==> src/rtl/apb_master_arbiter.sv <==
// Two-requester round-robin APB master: IDLE -> SETUP -> ACCESS with registered outputs.
// Optional macro APB_TIMEOUT_EN aborts an ACCESS phase after TIMEOUT_CYCLES cycles of PREADY low.
//  state  | meaning
//  IDLE   | bus idle; deliver previous response, arbitrate pending requests
//  SETUP  | PSEL=1 PENABLE=0, acknowledge the owner
//  ACCESS | PSEL=1 PENABLE=1, wait for PREADY (or timeout)
module apb_master_arbiter #(
  parameter int ADD_WIDTH      = 5,
  parameter int DATA_WIDTH     = 32,
  parameter int T_WIDTH        = 8,
  parameter int TIMEOUT_CYCLES = 255
) (
  input  logic                    PCLK,
  input  logic                    PRESET,
  input  logic [1:0]              req_valid,
  input  logic [1:0]              req_write,
  input  logic [2*ADD_WIDTH-1:0]  req_addr,
  input  logic [2*DATA_WIDTH-1:0] req_wdata,
  output logic [1:0]              req_ack,
  output logic [1:0]              rsp_valid,
  output logic [DATA_WIDTH-1:0]   rsp_rdata,
  output logic                    rsp_err,
  output logic                    PSEL,
  output logic                    PENABLE,
  output logic                    PWRITE,
  output logic [ADD_WIDTH-1:0]    PADDR,
  output logic [DATA_WIDTH-1:0]   PWDATA,
  input  logic [DATA_WIDTH-1:0]   PRDATA,
  input  logic                    PREADY,
  input  logic                    PSLVERR
);

  typedef enum logic [1:0] {
    ST_IDLE   = 2'd0,
    ST_SETUP  = 2'd1,
    ST_ACCESS = 2'd2
  } state_t;

  if (TIMEOUT_CYCLES < 1 || TIMEOUT_CYCLES > (1 << T_WIDTH) - 1) begin : g_bad_timeout_cfg
    $error("apb_master_arbiter: TIMEOUT_CYCLES out of range for T_WIDTH");
  end

  state_t                  state, state_nxt;
  logic                    owner, owner_nxt;
  logic                    last_grant, last_grant_nxt;
  logic                    gnt;
  logic [1:0]              req_ack_nxt, rsp_valid_nxt;
  logic [DATA_WIDTH-1:0]   rsp_rdata_nxt;
  logic                    rsp_err_nxt;
  logic                    psel_nxt, penable_nxt, pwrite_nxt;
  logic [ADD_WIDTH-1:0]    paddr_nxt;
  logic [DATA_WIDTH-1:0]   pwdata_nxt;

`ifdef APB_TIMEOUT_EN
  localparam logic [T_WIDTH-1:0] T_LIMIT = T_WIDTH'(TIMEOUT_CYCLES);
  logic [T_WIDTH-1:0]      tcnt, tcnt_nxt;
`endif

  // Lone requester wins; on a tie the one not granted last time wins.
  assign gnt = (req_valid == 2'b10) | ((req_valid == 2'b11) & ~last_grant);

  always_comb begin
    state_nxt      = state;
    owner_nxt      = owner;
    last_grant_nxt = last_grant;
    req_ack_nxt    = '0;
    rsp_valid_nxt  = '0;
    rsp_rdata_nxt  = rsp_rdata;
    rsp_err_nxt    = rsp_err;
    psel_nxt       = 1'b0;
    penable_nxt    = 1'b0;
    pwrite_nxt     = PWRITE;
    paddr_nxt      = PADDR;
    pwdata_nxt     = PWDATA;
`ifdef APB_TIMEOUT_EN
    tcnt_nxt       = tcnt;
`endif
    case (state)
      ST_IDLE: begin
        if (|req_valid) begin
          state_nxt        = ST_SETUP;
          owner_nxt        = gnt;
          last_grant_nxt   = gnt;
          req_ack_nxt[gnt] = 1'b1;
          psel_nxt         = 1'b1;
          pwrite_nxt       = req_write[gnt];
          paddr_nxt        = gnt ? req_addr[ADD_WIDTH +: ADD_WIDTH] : req_addr[0 +: ADD_WIDTH];
          pwdata_nxt       = gnt ? req_wdata[DATA_WIDTH +: DATA_WIDTH] : req_wdata[0 +: DATA_WIDTH];
        end
      end
      ST_SETUP: begin
        state_nxt   = ST_ACCESS;
        psel_nxt    = 1'b1;
        penable_nxt = 1'b1;
`ifdef APB_TIMEOUT_EN
        tcnt_nxt    = '0;
`endif
      end
      ST_ACCESS: begin
        if (PREADY) begin
          state_nxt            = ST_IDLE;
          rsp_valid_nxt[owner] = 1'b1;
          rsp_rdata_nxt        = PWRITE ? '0 : PRDATA;
          rsp_err_nxt          = PSLVERR;
        end else begin
          psel_nxt    = 1'b1;
          penable_nxt = 1'b1;
`ifdef APB_TIMEOUT_EN
          tcnt_nxt = tcnt + 1'b1;
          if (tcnt_nxt == T_LIMIT) begin
            state_nxt            = ST_IDLE;
            psel_nxt             = 1'b0;
            penable_nxt          = 1'b0;
            rsp_valid_nxt[owner] = 1'b1;
            rsp_rdata_nxt        = '0;
            rsp_err_nxt          = 1'b1;
          end
`endif
        end
      end
      default: state_nxt = ST_IDLE;
    endcase
  end

  always_ff @(posedge PCLK) begin
    if (PRESET) begin
      state      <= ST_IDLE;
      owner      <= 1'b0;
      last_grant <= 1'b1;
      req_ack    <= '0;
      rsp_valid  <= '0;
      rsp_rdata  <= '0;
      rsp_err    <= 1'b0;
      PSEL       <= 1'b0;
      PENABLE    <= 1'b0;
      PWRITE     <= 1'b0;
      PADDR      <= '0;
      PWDATA     <= '0;
`ifdef APB_TIMEOUT_EN
      tcnt       <= '0;
`endif
    end else begin
      state      <= state_nxt;
      owner      <= owner_nxt;
      last_grant <= last_grant_nxt;
      req_ack    <= req_ack_nxt;
      rsp_valid  <= rsp_valid_nxt;
      rsp_rdata  <= rsp_rdata_nxt;
      rsp_err    <= rsp_err_nxt;
      PSEL       <= psel_nxt;
      PENABLE    <= penable_nxt;
      PWRITE     <= pwrite_nxt;
      PADDR      <= paddr_nxt;
      PWDATA     <= pwdata_nxt;
`ifdef APB_TIMEOUT_EN
      tcnt       <= tcnt_nxt;
`endif
    end
  end

endmodule
==> config.mk <==
export PLATFORM = sky130hd
export DESIGN_NAME = apb_master_arbiter
export DESIGN_NICKNAME = d
export VERILOG_FILES = /design/src/rtl/apb_master_arbiter.sv
export SDC_FILE = /design/constraint.sdc
export NUM_CORES = 1
export LEC_CHECK = 0
export BUFFER_PORTS_ARGS = -buffer_cell sky130_fd_sc_hd__buf_2
export CAP_MARGIN = 40
export CORE_MARGIN = 5
export CORE_UTILIZATION = 43
export DETAILED_ROUTE_END_ITERATION = 16
export GPL_TIMING_DRIVEN = 0
export PLACE_DENSITY = 0.8
export SLEW_MARGIN = 10
export SYNTH_ARGS = -nofsm -noshare
export SYNTH_HDL_FRONTEND = slang
export SYNTH_SLANG_ARGS = --single-unit
==> constraint.sdc <==
create_clock -name PCLK -period 1.9 [get_ports PCLK]
set_input_delay 0.38 -clock PCLK [delete_from_list [all_inputs] [get_ports PCLK]]
set_output_delay 0.38 -clock PCLK [all_outputs]
set_load 0.005 [all_outputs]
==> results of run 1 <==
-- through the flow --
| stage | total power, mW | setup slack, ns | cell area [sq um] |
|---|---|---|---|
| 3_3_place_gp | 2.930 | 0.2496 | 4258 |
| 6_report | 4.333 | 0.2348 | 4483 |
| 2_1_floorplan | 2.552 | 0.4791 | 3188 |
| 3_5_place_dp | 2.968 | 0.2355 | 4258 |
| 4_1_cts | 4.382 | 0.2250 | 4483 |
| 5_1_grt | 4.578 | 0.1167 | 4483 |
-- power by group --
part	switching [mW]	internal, mW	total (mW)	leakage (nW)
clock network	0.663	0.752	1.41	0.106
logic	0.521	0.444	0.966	1.48
registers	0.0876	1.86	1.95	0.664
total	1.27	3.06	4.33	2.25
-- synthesized netlist by cell type, types with 2 or more instances --
cell type / number / share of area (%)
inv_1: 2 / 0.24
nor2_1: 41 / 4.8
buf_4: 6 / 1.4
ha_1: 5 / 2.0
a211oi_1: 19 / 4.5
dfxtp_1: 81 / 51
nand2b_1: 2 / 0.39
a21oi_1: 43 / 6.8
nor3_1: 2 / 0.31
buf_6: 2 / 0.71
clkbuf_1: 3 / 0.35
buf_2: 17 / 2.7
nand2_1: 42 / 4.9
a211oi_2: 20 / 7.8
a22o_1: 32 / 8.8
nor3b_1: 2 / 0.47
-- path summary, 6_finish.rpt --
kind,startpoint,end,depth (start not counted)
hold reg to reg,owner$_SDFFE_PP0P_,rsp_valid[0]$_SDFF_PP0_,1
setup / recovery,state[0]$_SDFFE_PP0P_,PADDR[2]$_SDFFE_PP0P_,6
hold / removal,PRDATA[5],rsp_rdata[5]$_SDFFE_PP0P_,2
setup reg to reg,state[0]$_SDFFE_PP0P_,PADDR[2]$_SDFFE_PP0P_,6
-- layout make-up --
cell class	count	area, sq um	area share, %
Sequential cell	81	1622	36.17
Multi-Input combinational cell	220	1395	31.12
Timing Repair Buffer	189	945.9	21.10
Buffer	28	163.9	3.656
Clock buffer	9	123.9	2.763
Tap cell	99	123.9	2.763
Clock inverter	7	101.3	2.261
Inverter	2	7.507	0.1675
-- worst register-to-register path, delay by kind of cell, from the launching register on --
family | cells | cell delay (ns)
adders and majority gates | 1 | 0.29
DFF | 1 | 0.39
AOI/OAI and AO/OA | 3 | 0.50
buffers and inverters | 2 | 0.40
-- per-layer routing --
metal	vias to the layer above	GRT usage (%)	routed length [um]
met1	1457	22.80	3830
li1	1576	-	-
met3	11	6.020	971
met4	0	6.280	107
met5	-	0	0
met2	124	34.85	4593
-- cells by family after synthesis --
group,after synthesis,share of synthesized area (%)
AOI/OAI and AO/OA,120,29.47
adders and majority gates,5,1.962
buffers and inverters,30,5.377
DFF,81,50.86
muxes,1,0.3140
and+or+nand+nor,94,12.01
-- sequential cells by signal, summed over array words and instances, names as in the netlist --
signal	cells
last_grant	1
PWDATA	32
owner	1
PSEL	1
rsp_err	1
state	2
rsp_rdata	32
PWRITE	1
PADDR	5
rsp_valid	2
PENABLE	1
req_ack	2
==> summary by stage, run 1 <==
Worst setup path
The data required time at the worst endpoint is 2.15 ns. The kind of critical path is reg -> reg. Along the worst path, the maximum fanout reaches 10. The type of destination of the critical path is a flip-flop.

Together, buffers and inverters on the worst path number 2. The critical path arrival is 1.91 ns. The cell class contributing the biggest share of worst-path delay is compound AO/OA/AOI/OAI gates.

The nature of the critical path startpoint is a flip-flop. The standard cell with the maximum stage delay on the critical path is dfxtp_1. Traced cell by cell, the critical path runs through inv_1, ha_1, o21ai_2, buf_2, a21oi_1, a211oi_1. The setup check on the worst reg-to-reg path leaves a slack of 0.23 ns. For this run, the slowest stage of the critical path takes 0.39 ns.

Synth
The fraction of registers with async set/reset is 0%. The synthesized design contains 81 register bits. For this run, the leading register cell type out of synthesis is dfxtp_1. The gate count after technology mapping is 331. Counting every net in the synthesized netlist gives 450. The count of synthesis-stage warnings from yosys is 0.

The mean post-synth cell area is 9.632 sq um. The sequential fraction of the synthesis area is 50.86%. Counting flops with a built-in enable in the synthesized netlist gives 0. In this run the cell area of the synthesized design comes to approximately 3200 sq um.

The post-synthesis cell type count is 28.

Final layout
The number of standard cells in the layout, taps in and fillers out is 635. The layout overhead on the synthesized area is 40.62%. The number of filler cells placed in the layout is 678. The library cell used most frequently in the layout, excluding fill and tap cells, is buf_2.

The library cells used most frequently in the layout, excluding fill and tap cells, are buf_2 (206), dfxtp_1 (81), a21oi_1 (43). The post-layout utilization of the core is 61.81%. The final layout contains 650 nets.

The number of antenna diodes in the final layout is 0. The fraction of final layout cells with drive strength greater than 1 is 47.57%.

STA
Dividing the final minimum period by the clock period gives between 80% and 90%. Setup violations remaining at the end of the flow were counted as 0. Between clock sinks in the finished design, the worst skew comes to 0.01408 ns. Measured against its own limit, the worst slew margin works out to a little over half. The routed design could run at a clock period as short as 1.665 ns. Setup repair after global routing left no endpoint under its margin. The number of failing hold endpoints at the final stage is 0. The final max-slew violation count was 0. The maximum clock rate is 0.6005 GHz. For the pin with the worst max-slew slack, the measured transition is 0.7041 ns. Setup total negative slack on the finished layout was measured at 0 ns. Across all hold checks on the routed design, the worst slack comes to 0.2337 ns.

Drt
The number of antenna-violating nets in the routed design is 0. The total wire length after detailed routing is 9502 um. The pre-antenna-repair detailed-routing pass consisted of 4 iterations. The routed via count divided by cell count is 4.989.

After the first detailed-routing iteration, the DRC count stood at 52. The remaining routing DRC violations is 0. The average wire per standard cell is between 10 and 15 um. The routed layout has 3168 vias.

GRT
Global routing consumed, over all layers together, between 10% and 20% of the routing resources. The initial antenna violation count is 0. The total overflow left after global routing is 0. The first global-routing pass estimated ~14000 um of wire. The via count of the first global-routing pass was approximately 3100. The largest net degree at the start of global routing is 16.

Placed design
Routability-driven placement finished with a final weighted congestion of 0.7293. Input and output buffers added on the ports amount to 189. The detailed placement HPWL is 7377 um. The number of placed instances, taps included is 619.

Floorplan
The horizontal die dimension is 96.11 um. The floorplan step set the die height to 96.11 um. The starting density of the core is a little over two fifths. The area of the core is 7253 sq um. The die area is about 9200 sq um. The number of rows created at floorplan is 31. The number of primary I/O pins is 191.

Clock network
The clock tree from TritonCTS is done. The number of hold buffers added after CTS is 0. The number of levels the H-tree was split into is 3.

The total CTS buffers is 9. The clock sink count is between 80 and 90. The maximum count of clock buffers along a single path is 2. The clock latency at the later pin of the worst-skew pair is 0.35 ns. After clock tree synthesis, the clock-pin slew on the worst setup and hold paths is about 0.10 ns. In this run, post-CTS repair resized a total of 0 instances.

In this run the clock root is driven by a clkbuf_8. Buffers added to address setup during post-CTS repair amount to 0.

Outcome
The run finished with clean final reports.

Power
In this run the static leakage power is 2.251 nW. IR analysis of the VDD net gives a maximum drop of 0.4348 mV. Power spread over the standard cell area amounts to 966.4 nW/um^2.

Flow run
Max-cap violations in this run came to 0.

Worst hold path
The class of the tightest hold or removal check is in -> reg.
(Power assumes the default switching activity.)
==> run 2, diff against run 1 <==
--- a/config.mk
+++ b/config.mk
@@ -8,10 +8,10 @@
 export BUFFER_PORTS_ARGS = -buffer_cell sky130_fd_sc_hd__buf_2
 export CAP_MARGIN = 40
 export CORE_MARGIN = 5
-export CORE_UTILIZATION = 43
+export CORE_UTILIZATION = 46
 export DETAILED_ROUTE_END_ITERATION = 16
 export GPL_TIMING_DRIVEN = 0
-export PLACE_DENSITY = 0.8
+export PLACE_DENSITY = 0.84
 export SLEW_MARGIN = 10
 export SYNTH_ARGS = -nofsm -noshare
 export SYNTH_HDL_FRONTEND = slang
==> constraint.sdc (replaced) <==
create_clock -name PCLK -period 2.13 [get_ports PCLK]
set_input_delay 0.426 -clock PCLK [delete_from_list [all_inputs] [get_ports PCLK]]
set_output_delay 0.426 -clock PCLK [all_outputs]
set_load 0.005 [all_outputs]
==> run 2 against run 1 <==
Final area is 0.92% lower. Global-route usage is 1.8 points higher. Clock-buffer cell count stayed put. Wire length is 1.8% lower. Largest power group unchanged. Highest routed layer unchanged.
==> summary by stage, run 2 (same netlist as run 1, synthesis figures left out) <==
Outcome
The flow ran to the end, and the final reports show no timing, DRC or antenna violations.

Power
Summed over all nets, the switching power comes to 1.151 mW. The power density normalized to cell area is 849.9 nW/um^2. The share of total power in sequential cells is 46.2%. Combinational logic is responsible for a little under a quarter of the overall power. Summed over all cells, the static leakage comes to approximately 2.2 nW. The internal cell power is around 2.6 mW.

IR analysis of the VDD net gives a maximum drop of about 0.36 mV. The share of power burned in the clock network is between 30% and 40%. The switching fraction of total power is 30.49%.

Worst setup path
The cell class contributing the biggest share of worst-path delay is compound AO/OA/AOI/OAI gates. The number of cells on the worst reg-to-reg path is 6. The standard cell with the maximum stage delay on the critical path is dfxtp_1. STA puts the critical path data required time at 2.38 ns. In this run the worst path has a maximum fanout of 10. The worst setup path is captured at a flip-flop. The beginning of the worst register-to-register path is state[0]$_SDFFE_PP0P_. The critical path arrival is 1.91 ns. The number of buffers and inverters on the critical path is 2. The endpoint identified for the worst register-to-register timing path is PADDR[3]$_SDFFE_PP0P_. The critical path is of the reg -> reg type. The setup check on the worst reg-to-reg path leaves a slack of 0.47 ns. The worst setup path is launched from a flip-flop. The stage delay of the slowest cell on the critical path is approximately 0.4 ns. Traced cell by cell, the critical path runs through inv_1, ha_1, o21ai_2, buf_2, a21oi_1, a211oi_1.

Floorplan
The starting density of the core is 47.19%. The horizontal die dimension is a little over 90 um. The number of primary I/O pins is about 190. The die area is just under 9000 sq um. In this run the vertical extent of the chip is 93.25 um.

The floorplan has 30 rows. The area of the core is 6756 sq um.

Final layout
The number of filler cells placed in the layout is 585. In the layout the commonest cells are buf_2 (206), dfxtp_1 (81), a21oi_1 (43). The multi-input combinational cell area is 1395 sq um. Leaving out fill and tap cells, the most frequent cell in the layout is buf_2. The final antenna diode count is 0. The largest registers in the layout are PWDATA (32), rsp_rdata (32), PADDR (5).

The layout overhead on the synthesized area is 39.32%. The finished layout holds 616 standard cells, fillers aside. In the final layout, the share of cells above drive strength 1 is 47.57%. The final layout net count is 650.

The storage element area is 1622 sq um.

Flow run
The reported max-cap violation count is 0.

Clock network
TritonCTS built the clock tree. Buffers inserted during clock tree synthesis total 9. The clock sink count is 81. At the later pin of the worst-skew pair, clock insertion delay measures 0.35 ns. The maximum count of clock buffers along a single path is 2. The buffers inserted during post-CTS setup optimization is 0. CTS built an H-tree with a depth of 3. Buffers inserted to repair hold after CTS numbered 0.

After clock tree synthesis, the repair step resized 0 gates. The clock transition at the registers of the reported paths is 0.10 ns. The cell sitting at the root of the clock tree is a clkbuf_8.

Placed design
The quantity of I/O buffers inserted on ports is 189. The detailed placement HPWL is 7261 um. Including well taps, the total number of placed cells is 600. The placer's final routability congestion estimate is 0.8014.

GRT
The total routing resource utilization after global routing is 21.58%. The initial antenna violation count is 0. The largest net degree at the start of global routing is 17. The wire length of the first global-routing pass is between 15000 and 20000 um. The via count of the first global-routing pass is 3283. The total overflow left after global routing is 0.

STA
For this run, the top clock speed supported by timing is 0.6009 GHz. Headroom to the max-slew limit came out at 50.78%. For the final routed database, the setup TNS stands at 0 ns. The number of failing hold endpoints at the final stage is 0. Setup repair after global routing left no endpoint under its margin. The clock skew is 0.01151 ns. Of the available clock period, the critical path in the final layout requires 78.13%. At the pin with the least slew margin, the transition time is 0.7384 ns. The final critical-path required period is 1.664 ns. Setup violations remaining at the end of the flow were counted as 0.

The final max-slew violation count was 0.

Drt
Dividing the detail-routed via count by the number of cells gives 5.130. In this run, the number of DRC markers left after iteration 0 of detailed routing was 98. After detailed routing, the average wire length per cell comes to 15.15 um. The number of antenna-violating nets in the routed design is 0.

The first detailed-routing pass took 4 iterations. The total number of vias is 3160. For this run, design rule violations remaining after detail routing come to 0. The routed design has 9334 um of wire.

Worst hold path
The tightest min-delay check is of the in -> reg type. The number of cells traversed by the worst hold path is 2. The startpoint identified for the worst hold timing path is PRDATA[29]. The endpoint with the worst hold slack is rsp_rdata[29]$_SDFFE_PP0P_.
-- run 2: changes by cell type in the layout (fill, tap and decap cells not counted), sizes merged --
cell	previous run	this run
inv	4	6
bufinv	2	1
clkinvlp	2	1
-- run 2: routing by layer --
layer / routed length, um / part of all wire (%) / GRT usage, % / vias up
met5: 0 / 0 / 0 / -
met4: 139 / 1.5 / 6.349 / 0
met3: 865 / 9.3 / 7.160 / 15
met2: 4555 / 49 / 37.88 / 128
met1: 3774 / 40 / 24.81 / 1432
li1: - / - / - / 1585
-- run 2: stage by stage --
stage	hold WS [ns]	util, %	power, mW	worst slack [ns]	instance area (sq um)
2_1_floorplan	0.4163	-	2.276	0.7091	3188
3_3_place_gp	0.4284	62.67	2.612	0.4938	4234
3_5_place_dp	0.4432	62.67	2.642	0.4714	4234
4_1_cts	0.2711	65.74	3.814	0.4518	4442
5_1_grt	0.2609	65.74	4.004	0.3185	4442
6_report	0.2787	65.74	3.775	0.4658	4442
-- run 2: worst register-to-register path: cells and delay by family (launching register included) --
| family | cells | cell delay [ns] |
|---|---|---|
| AOI/OAI and AO/OA | 3 | 0.50 |
| DFF | 1 | 0.39 |
| buffers and inverters | 2 | 0.39 |
| adders and majority gates | 1 | 0.29 |
-- run 2: layout make-up --
type                       count  area share (%)
clock buffer                   9           2.789
buffer                        28           3.690
multi-input combinational    220           31.41
tap                           80           2.254
sequential                    81           36.51
inverter                       2          0.1690
timing repair buffer         189           21.30
clock inverter                 7           1.887
-- run 2: power by group through the flow --
| stage | combinational (mW) | clock [mW] | sequential (mW) |
|---|---|---|---|
| 2_1_floorplan | 0.491 | 0 | 1.78 |
| 3_3_place_gp | 0.843 | 0 | 1.77 |
| 3_5_place_dp | 0.866 | 0 | 1.78 |
| 4_1_cts | 0.871 | 1.20 | 1.74 |
| 5_1_grt | 0.967 | 1.28 | 1.76 |
| 6_report | 0.859 | 1.17 | 1.74 |
-- run 2: worst max path at each step --
stage	end	from	depth (start not counted)	slack [ns]
finish	PADDR[3]$_SDFFE_PP0P_	state[0]$_SDFFE_PP0P_	6	0.47
global route	PWDATA[23]$_SDFFE_PP0P_	state[0]$_SDFFE_PP0P_	7	0.32
CTS	PADDR[3]$_SDFFE_PP0P_	state[0]$_SDFFE_PP0P_	6	0.45
detailed placement	PWDATA[15]$_SDFFE_PP0P_	PRESET	4	0.47
global placement	PWDATA[15]$_SDFFE_PP0P_	PRESET	4	0.49
floorplan	PWDATA[17]$_SDFFE_PP0P_	state[0]$_SDFFE_PP0P_	7	0.71
==> run 3, diff against run 2 <==
--- a/config.mk
+++ b/config.mk
@@ -8,10 +8,10 @@
 export BUFFER_PORTS_ARGS = -buffer_cell sky130_fd_sc_hd__buf_2
 export CAP_MARGIN = 40
 export CORE_MARGIN = 5
-export CORE_UTILIZATION = 46
+export CORE_UTILIZATION = 43
 export DETAILED_ROUTE_END_ITERATION = 16
 export GPL_TIMING_DRIVEN = 0
-export PLACE_DENSITY = 0.84
+export PLACE_DENSITY = 0.8
 export SLEW_MARGIN = 10
 export SYNTH_ARGS = -nofsm -noshare
 export SYNTH_HDL_FRONTEND = slang
==> constraint.sdc (replaced) <==
create_clock -name PCLK -period 1.7 [get_ports PCLK]
set_input_delay 0.34 -clock PCLK [delete_from_list [all_inputs] [get_ports PCLK]]
set_output_delay 0.34 -clock PCLK [all_outputs]
set_load 0.005 [all_outputs]
==> run 3 against run 2 <==
Core utilization fell by 3.7 points. Sequential power increased by 25%. Sequential share of layout area is 0.48 points lower. Largest cell class unchanged. Largest power group unchanged.
==> summary by stage, run 3 (same netlist as run 1, synthesis figures left out) <==
Worst setup path
The logic depth of the worst register-to-register path is 7. The data required time at the worst endpoint is 1.96 ns. On the worst path, the slowest cell contributes a delay of 0.35 ns. The critical path arrival is approximately 1.9 ns. The maximum fanout along the worst path is 10.

The standard cell with the maximum stage delay on the critical path is dfxtp_1. Counting stages on the worst path, the most repeated cell is buf_4. The critical path goes through inv_1, ha_2, o21a_1, buf_4, buf_4, nor2_1, a211oi_2. The most critical setup path has its startpoint at state[0]$_SDFFE_PP0P_. The internal reg-to-reg setup slack is 0.11 ns.

The setup path with the least slack is of type reg -> reg. The endpoint of the worst setup timing path is PWDATA[25]$_SDFFE_PP0P_. In this run the critical register-to-register path is launched from state[0]$_SDFFE_PP0P_. The worst setup path is launched from a flip-flop. The endpoint of the worst-slack reg-to-reg timing path is PWDATA[25]$_SDFFE_PP0P_.

The worst setup path is captured at a flip-flop.

Placed design
The total cell area at the placement stage is 4258 sq um. In this run, placement finished with an instance count of 619. The quantity of I/O buffers inserted on ports is approximately 190. The detailed placement HPWL is between 7000 and 8000 um. Prior to clock tree synthesis, the placed netlist has a worst setup slack of 0.04088 ns. Routability-driven placement finished with a final weighted congestion of 0.7293.

STA
The tightest hold path in the finished design has a slack of a little under 0.2 ns. Based on the critical path, the design can be clocked at up to 0.6278 GHz. In the post-route analysis, the smallest setup slack over all paths is about 0.11 ns. The number of failing hold endpoints at the final stage is 0.

The final critical-path required period is 1.593 ns. The worst-margin pin slew is between 0.7 and 0.8 ns. The clock skew is 0.01311 ns. The final max-slew violation count is 0. The worst pin sits at a relative slew slack of a little over half.

Setup repair after global routing could not meet its margin everywhere. Setup violations remaining at the end of the flow were counted as 0. After layout, the worst path uses 93.69% of the clock period. After routing, the total negative slack on setup checks comes to 0 ns.

Final layout
The storage element area is ~1600 sq um. Of the cells placed in the final design, the portion with a size suffix greater than 1 is a little under half. Cells fill 62.05% of the core in the end. Summing all multi-input logic gate instances after layout gives 1408 sq um. The finished cells cover 4501 sq um. The repair_antennas step left the layout with diodes totalling 0. The net count of the finished layout is 650. Counting the fill cells in the layout gives 674.

The most common library cell in the layout ignoring fill and taps is buf_2. The top cell types in the final layout, fill and taps aside, are buf_2 (204), dfxtp_1 (81), nand2_1 (42), a21oi_1 (42), nor2_1 (41). The number of standard cells in the layout, taps in and fillers out is 635.

The layout overhead on the synthesized area is 41.17%. In the final layout, the registers with the most flip-flops are PWDATA (32), rsp_rdata (32), PADDR (5).

Clock network
In this run the post-CTS setup repair buffer count came out at 0. The clock latency at the later pin of the worst-skew pair is 0.35 ns. The clock tree from TritonCTS is done.

In this run, post-CTS hold repair placed 0 buffers. The cell sitting at the root of the clock tree is a clkbuf_8. The maximum count of clock buffers along a single path is 2. Clock-pin slew was measured on the worst setup and hold paths at 0.10 ns.

The clock sink count is a little over 80. The number of cells upsized or downsized after cts is 0. The total CTS buffers is 9. In this run the number of H-tree levels came out at 3.

Floorplan
The die is 96.11 um tall. The starting density of the core is 43.95%. The horizontal die dimension is 96.11 um.

The number of rows created at floorplan is 31. The die area is 9236 sq um. For this design the top-level I/O count stands at 191. The area of the core is about 7300 sq um.

Power
The power density normalized to cell area is between 1000 and 1500 nW/um^2. The final total power is between 4 and 5 mW. Across the VDD grid, the largest voltage drop is 0.4855 mV.

The leakage component of the power is 2.251 nW.

Drt
The total number of vias is 3177. The routed design has 9498 um of wire. The average wire per standard cell is 14.96 um.

In this run the remaining antenna-violating nets after routing total 0. The initial detailed-routing violation count is 62. The remaining routing DRC violations is 0. After detailed routing, the number of vias per cell comes to 5.003. The total iterations of the first detailed-routing run is 4.

Outcome
The run finished with clean final reports.

GRT
The wire length of the first global-routing pass is 14300 um. Entering global routing, the biggest net connects 16 pins. The initial antenna violation count came to 0. Summed over all layers, the global routing overflow is 0. Global routing consumed, over all layers together, 19.80% of the routing resources. The via count of the first global-routing pass is 3139.

Worst hold path
The worst hold path belongs to the class in -> reg.

Flow run
The reported max-cap violation count is 0.
run 3: changes by cell type in the layout (fill, tap and decap cells not counted), sizes merged:
cell,delta
buf,-2
clkinvlp,+1
clkbuf,+2
inv,-2
bufinv,+1
run 3: per-layer routing:
metal	global-route usage, %	up-vias	share of wire, %
li1	-	1578	-
met1	22.80	1474	40
met2	34.85	115	49
met3	6.020	10	10
met4	6.280	0	1.0
met5	0	-	0
run 3: worst min path at each step:
| stage | endpoint | cells past startpoint | start | slack, ns |
|---|---|---|---|---|
| floorplan | rsp_valid[0]$_SDFF_PP0_ | 1 | owner$_SDFFE_PP0P_ | 0.42 |
| global placement | rsp_valid[0]$_SDFF_PP0_ | 1 | owner$_SDFFE_PP0P_ | 0.43 |
| detailed placement | rsp_valid[0]$_SDFF_PP0_ | 1 | owner$_SDFFE_PP0P_ | 0.44 |
| CTS | rsp_rdata[5]$_SDFFE_PP0P_ | 2 | PRDATA[5] | 0.18 |
| global route | rsp_rdata[7]$_SDFFE_PP0P_ | 2 | PRDATA[7] | 0.18 |
| finish | rsp_rdata[5]$_SDFFE_PP0P_ | 2 | PRDATA[5] | 0.20 |
run 3: report_power, final:
part / total, mW / internal [mW] / switching [mW] / leakage, nW
sequential: 2.18 / 2.08 / 0.0992 / 0.664
combinational: 1.09 / 0.504 / 0.585 / 1.48
clock: 1.57 / 0.840 / 0.734 / 0.106
total: 4.85 / 3.43 / 1.42 / 2.25
run 3: area by class of cell:
cell class                 count  share of cell area, %
sequential                    81                  36.03
multi-input combinational    220                  31.28
timing repair buffer         189                  21.02
buffer                        28                  3.753
clock buffer                   9                  2.752
tap                           99                  2.752
clock inverter                 7                  2.252
inverter                       2                 0.1668
run 3: critical path: cells and delay by family (launching register included):
| kind | cells | cell delay, ns |
|---|---|---|
| DFF | 1 | 0.35 |
| AOI/OAI and AO/OA | 2 | 0.36 |
| and+or+nand+nor | 1 | 0.06 |
| adders and majority gates | 1 | 0.26 |
| buffers and inverters | 3 | 0.48 |
